[config.mk]
export PLATFORM = sky130hd
export DESIGN_NAME = vga_sync_gen
export DESIGN_NICKNAME = d
export VERILOG_FILES = /design/src/rtl/vga_sync_gen.sv
export SDC_FILE = /design/constraint.sdc
export NUM_CORES = 1
export LEC_CHECK = 0
export ABC_AREA = 1
export CORE_ASPECT_RATIO = 1.2
export CORE_MARGIN = 2
export CORE_UTILIZATION = 50
export CTS_CLUSTER_DIAMETER = 120
export DETAILED_ROUTE_END_ITERATION = 12
export PLACE_DENSITY = 0.78
export SLEW_MARGIN = 30
export SYNTH_ARGS = -nofsm -noshare
export SYNTH_HDL_FRONTEND = slang
export SYNTH_SLANG_ARGS = --single-unit
[constraint.sdc]
create_clock -name clk -period 1.71 [get_ports clk]
set_input_delay 0.4275 -clock clk [delete_from_list [all_inputs] [get_ports clk]]
set_output_delay 0.4275 -clock clk [all_outputs]
set_load 0.01 [all_outputs]
[src/rtl/vga_sync_gen.sv]
// vga_sync_gen: parametrised VGA timing generator.
// Produces the pixel tick, pixel coordinates, sync and video-enable outputs
// (the last three delayed by PIPE clocks), a frame-start strobe and a
// frame-counted blink signal for the text overlay.
module vga_sync_gen #(
    parameter int H_ACTIVE     = 640,
    parameter int H_FP         = 16,
    parameter int H_SYNC       = 96,
    parameter int H_BP         = 48,
    parameter int V_ACTIVE     = 480,
    parameter int V_FP         = 10,
    parameter int V_SYNC       = 2,
    parameter int V_BP         = 33,
    parameter int CW           = 10,
    parameter int CLK_DIV      = 2,
    parameter int SYNC_POL     = 0,
    parameter int PIPE         = 2,
    parameter int BLINK_FRAMES = 30
) (
    input  logic          clk,
    input  logic          reset,
    output logic          hsync,
    output logic          vsync,
    output logic          video_on,
    output logic          p_tick,
    output logic [CW-1:0] pixel_x,
    output logic [CW-1:0] pixel_y,
    output logic          frame_start,
    output logic          blink
);

    localparam int H_TOTAL = H_ACTIVE + H_FP + H_SYNC + H_BP;
    localparam int V_TOTAL = V_ACTIVE + V_FP + V_SYNC + V_BP;

    localparam logic [CW-1:0] H_LAST = CW'(H_TOTAL - 1);
    localparam logic [CW-1:0] V_LAST = CW'(V_TOTAL - 1);
    localparam logic [CW-1:0] H_ACT  = CW'(H_ACTIVE);
    localparam logic [CW-1:0] V_ACT  = CW'(V_ACTIVE);
    localparam logic [CW-1:0] H_SS   = CW'(H_ACTIVE + H_FP);
    localparam logic [CW-1:0] H_SE   = CW'(H_ACTIVE + H_FP + H_SYNC - 1);
    localparam logic [CW-1:0] V_SS   = CW'(V_ACTIVE + V_FP);
    localparam logic [CW-1:0] V_SE   = CW'(V_ACTIVE + V_FP + V_SYNC - 1);

    localparam int              DW         = (CLK_DIV > 1) ? $clog2(CLK_DIV) : 1;
    localparam logic [DW-1:0]   DIV_LAST   = DW'(CLK_DIV - 1);
    localparam int              FW         = (BLINK_FRAMES > 1) ? $clog2(BLINK_FRAMES) : 1;
    localparam logic [FW-1:0]   FRAME_LAST = FW'(BLINK_FRAMES - 1);

    // Sync output levels when asserted / deasserted.
    localparam logic SYNC_ACT  = (SYNC_POL != 0);
    localparam logic SYNC_IDLE = (SYNC_POL == 0);

    logic [DW-1:0] div_cnt;
    logic [CW-1:0] h_cnt;
    logic [CW-1:0] v_cnt;
    logic [FW-1:0] frame_cnt;
    logic          hs_raw;
    logic          vs_raw;
    logic          vid_raw;
    logic          hs_lvl;
    logic          vs_lvl;

    assign pixel_x = h_cnt;
    assign pixel_y = v_cnt;

    // Clock divider producing a registered one-clk pixel tick.
    always_ff @(posedge clk or negedge reset) begin
        if (!reset) begin
            div_cnt <= '0;
            p_tick  <= 1'b0;
        end else begin
            p_tick <= (div_cnt == DIV_LAST);
            if (div_cnt == DIV_LAST) div_cnt <= '0;
            else                     div_cnt <= div_cnt + 1'b1;
        end
    end

    // Horizontal/vertical counters and the frame-wrap strobe.
    always_ff @(posedge clk or negedge reset) begin
        if (!reset) begin
            h_cnt       <= '0;
            v_cnt       <= '0;
            frame_start <= 1'b0;
        end else begin
            frame_start <= p_tick && (h_cnt == H_LAST) && (v_cnt == V_LAST);
            if (p_tick) begin
                if (h_cnt == H_LAST) begin
                    h_cnt <= '0;
                    if (v_cnt == V_LAST) v_cnt <= '0;
                    else                 v_cnt <= v_cnt + 1'b1;
                end else begin
                    h_cnt <= h_cnt + 1'b1;
                end
            end
        end
    end

    // Frame counter that toggles blink every BLINK_FRAMES frames.
    always_ff @(posedge clk or negedge reset) begin
        if (!reset) begin
            frame_cnt <= '0;
            blink     <= 1'b0;
        end else if (frame_start) begin
            if (frame_cnt == FRAME_LAST) begin
                frame_cnt <= '0;
                blink     <= ~blink;
            end else begin
                frame_cnt <= frame_cnt + 1'b1;
            end
        end
    end

    // Decode sync and active-area flags from the current counters.
    always_comb begin
        hs_raw  = (h_cnt >= H_SS) && (h_cnt <= H_SE);
        vs_raw  = (v_cnt >= V_SS) && (v_cnt <= V_SE);
        vid_raw = (h_cnt < H_ACT) && (v_cnt < V_ACT);
        hs_lvl  = hs_raw ? SYNC_ACT : SYNC_IDLE;
        vs_lvl  = vs_raw ? SYNC_ACT : SYNC_IDLE;
    end

    generate
        if (PIPE == 0) begin : g_direct
            // Counters at (0,0) decode as active video, so reset gates the
            // combinational outputs to keep them deasserted while held.
            always_comb begin
                hsync    = reset ? hs_lvl  : SYNC_IDLE;
                vsync    = reset ? vs_lvl  : SYNC_IDLE;
                video_on = reset ? vid_raw : 1'b0;
            end
        end else begin : g_pipe
            logic [PIPE-1:0] hs_sr;
            logic [PIPE-1:0] vs_sr;
            logic [PIPE-1:0] vid_sr;

            // Free-running delay line, clocked every clk to match overlay latency.
            always_ff @(posedge clk or negedge reset) begin
                if (!reset) begin
                    hs_sr  <= {PIPE{SYNC_IDLE}};
                    vs_sr  <= {PIPE{SYNC_IDLE}};
                    vid_sr <= '0;
                end else begin
                    hs_sr  <= (hs_sr  << 1) | PIPE'(hs_lvl);
                    vs_sr  <= (vs_sr  << 1) | PIPE'(vs_lvl);
                    vid_sr <= (vid_sr << 1) | PIPE'(vid_raw);
                end
            end

            assign hsync    = hs_sr[PIPE-1];
            assign vsync    = vs_sr[PIPE-1];
            assign video_on = vid_sr[PIPE-1];
        end
    endgenerate

endmodule

==> results.md <==
- CTS tree: done
- Final WL: 3580 um
- Setup-failing EPs final: 0
- Die W: 58.4 um
- Vias in the first global route: 1,399
- Worst reg-to-reg path cell count: 7
- Hold crit path type: reg -> reg
- Pwr Density: 677 nW/um^2
- Syn Inst Count: 202
- Post-synth top area share: 43.6%
- Post-synth top flop: dfrtp_1
- Max Clk Rate: 0.596 GHz
- Relative slew slack: 79.9%
- WS Path Type: reg -> out
- Number of fill cells: 268
- Synthesized area per cell: 8.80 um^2
- FFs w/ async S/R, synth: 100%
- CP Capture Type: primary output
- Commonest non-fill, non-tap cell in the layout: nand2_1
- Reg power frac: 51.2%
- DRC viols: 0
- Peak VDD IR: 0.621 mV
- Row Count: 23
- HPWL Detailed: 2420 um
- CP arrival: 1250 ps
- Wire length of the first global-routing pass: 5950 um
- Clock group share of total power: 47.5%
- Most frequent cells in the layout: nand2_1 (42), inv_1 (25), dfrtp_1 (23), nor2_1 (22)
- GRT overflow: 0
- Synth Net Count: 211
- Clock Skew: 6.84 ps
- Clk Latency, worst-skew pair: 290 ps
- Clk buf depth: 2
- Critical path depth in cells: 1
- Worst path buffer plus inverter count: 1
- Slew at the pin closest to its max-slew limit: 300 ps
- Clock Sinks: 35
- Final Hold Fails: 0
- RSZ-0062 raised after global routing: no
- DRT Pass-1 Iters: 4
- Status: completed
- Initial Util: 52.8%
- Post-route cell area: 2390 um^2
- # IOs: 28
- Placed Cells incl. Taps: 267
- Largest cells by area after synthesis: dfrtp_1 (44%), nand2_1 (8.9%), dfstp_2 (5.9%)
- Worst Setup Start Kind: register
- ANT nets after route: 0
- Setup TNS: 0 ps
- NumNets Final: 265
- Int Pwr: 1.31 mW
- Finished Layout Cells: 294
- Comb pwr share: 1.4%
- Global placement routability congestion: 0.824
- Slowest stage cell, crit path: clkdlybuf4s50_1
- Total CTS buffers: 5
- Largest net degree at the start of global routing: 36
- Sw frac: 19.3%
- Post-placement cell area: 2110 um^2
- Netlist cell types: 28
- Area of the multi-input gates: 779 um^2
- Max Cap Viol: 0
- DRT iter0 DRCs: 61
- Leakage: 1.21 nW
- #FFs+latches synth: 35
- DP Worst Slack: 232 ps
- WP data required: 1280 ps
- Critical path cell sequence: clkdlybuf4s50_1
- Die Area: 4050 um^2
- Final Core Density: 71.0%
- Core area: 3370 um^2
- DR vias: 1,504
- Crit path time final: 1680 ps
- Sequential-to-total area share from yosys stat: 49.5%
- Family with the most delay on the worst path: buffers and inverters
- CTS H-tree lvls: 2
- Die Height: 69.3 um
- CTS root buffer: clkbuf_8
- Routed length per instance: 12.2 um
- Synth-to-Final Area Change: 34.5%
- Hold Path Stages: 0
- CTS clk-pin slew, worst paths: 70 ps
- Worst-path maximum fanout: 5
- Antenna diode count: 0
- Final period util: 98.1%
- DR vias/cell: 5.12
- Post-synth EDFFs: 0
- Final WS setup: 32.7 ps
- I/O Buffers: 27
- GRT Total Usage: 19.1%
- Post-CTS Hold Buffers: 0
- Layout cell share with drive strength beyond 1: 21.4%
- Initial antenna violation count: 0
- Area occupied by registers: 891 um^2
- Synth warn: 0
- Slew Limit Fails: 0
- Switching pwr: 0.312 mW
- Post-synth top area cell: dfrtp_1
- Worst stage delay on the critical path: 550 ps
- Cell area after synthesis: 1780 um^2
[logic make-up after synthesis]
family	Yosys count	share of synthesized area (%)
adders and majority gates	7	4.93
xor gates and xnor gates	9	4.43
DFF	35	49.5
buffers and inverters	29	6.61
and+or+nand+nor	101	27.8
AOI/OAI and AO/OA	21	6.69
[area by class of cell]
cell class / count / share of cell area [%]
multi-input combinational: 138 / 32.6
clock inverter: 2 / 1.47
sequential: 35 / 37.3
inverter: 27 / 4.24
timing repair buffer: 49 / 19.0
tap: 37 / 1.94
clock buffer: 6 / 3.45
[per-stage QoR]
| step | hold WS [ps] | total power, mW |
|---|---|---|
| 5_1_grt | 355 | 1.67 |
| 2_1_floorplan | 132 | 0.844 |
| 3_5_place_dp | 341 | 0.868 |
| 6_report | 351 | 1.62 |
| 4_1_cts | 353 | 1.64 |
| 3_3_place_gp | 333 | 0.868 |
[power groups by stage]
stage          combinational, mW  clock [mW]  sequential [mW]
2_1_floorplan        0.000000439           0            0.844
3_3_place_gp              0.0242           0            0.843
3_5_place_dp              0.0241           0            0.843
4_1_cts                   0.0241       0.785            0.828
5_1_grt                   0.0266       0.817            0.827
6_report                  0.0221       0.768            0.828
[registers in the layout, summed over array words and instances, names as in the netlist]
register       flops
blink              1
div_cnt            1
frame_cnt          5
frame_start        1
g_pipe.hs_sr       2
g_pipe.vid_sr      2
g_pipe.vs_sr       2
p_tick             1
pixel_x           10
pixel_y           10
[what timing repair did]
item                       in CTS  in global routing
resized for setup              10                  4
setup buffers                   5                 14
setup endpoints to repair      15                 12
[final timing paths]
path / from / end / slack [ps]
hold / removal: g_pipe.vid_sr[0] / g_pipe.vid_sr[1] / 350
hold reg to reg: g_pipe.vid_sr[0] / g_pipe.vid_sr[1] / 350
min in group asynchronous: reset / pixel_x[4] / 490
setup reg to reg: pixel_y[0] / pixel_y[2] / 200
max in group asynchronous: reset / g_pipe.vs_sr[1] / 960
setup / recovery: pixel_y[3] / pixel_y[3] / 30
[synth_stat cells (2+ instances only)]
master,n
o21ai_1,5
o211ai_1,2
a21oi_1,6
nand4_1,3
inv_1,25
o21ai_0,5
xnor2_1,3
dfrtp_1,31
nor2_4,2
dfstp_2,4
nand2_1,42
inv_2,2
nor2_1,22
ha_1,7
o21ai_2,2
nor3_1,7
nand2_2,2
nand3_1,17
xor2_1,6
[routing by layer]
layer | wire length, um | GRT usage (%)
met4 | 78 | 7.75
met1 | 1520 | 24.0
met2 | 1770 | 29.7
met3 | 209 | 6.34
met5 | 0 | 0
Power figures use the tool's default switching activity.
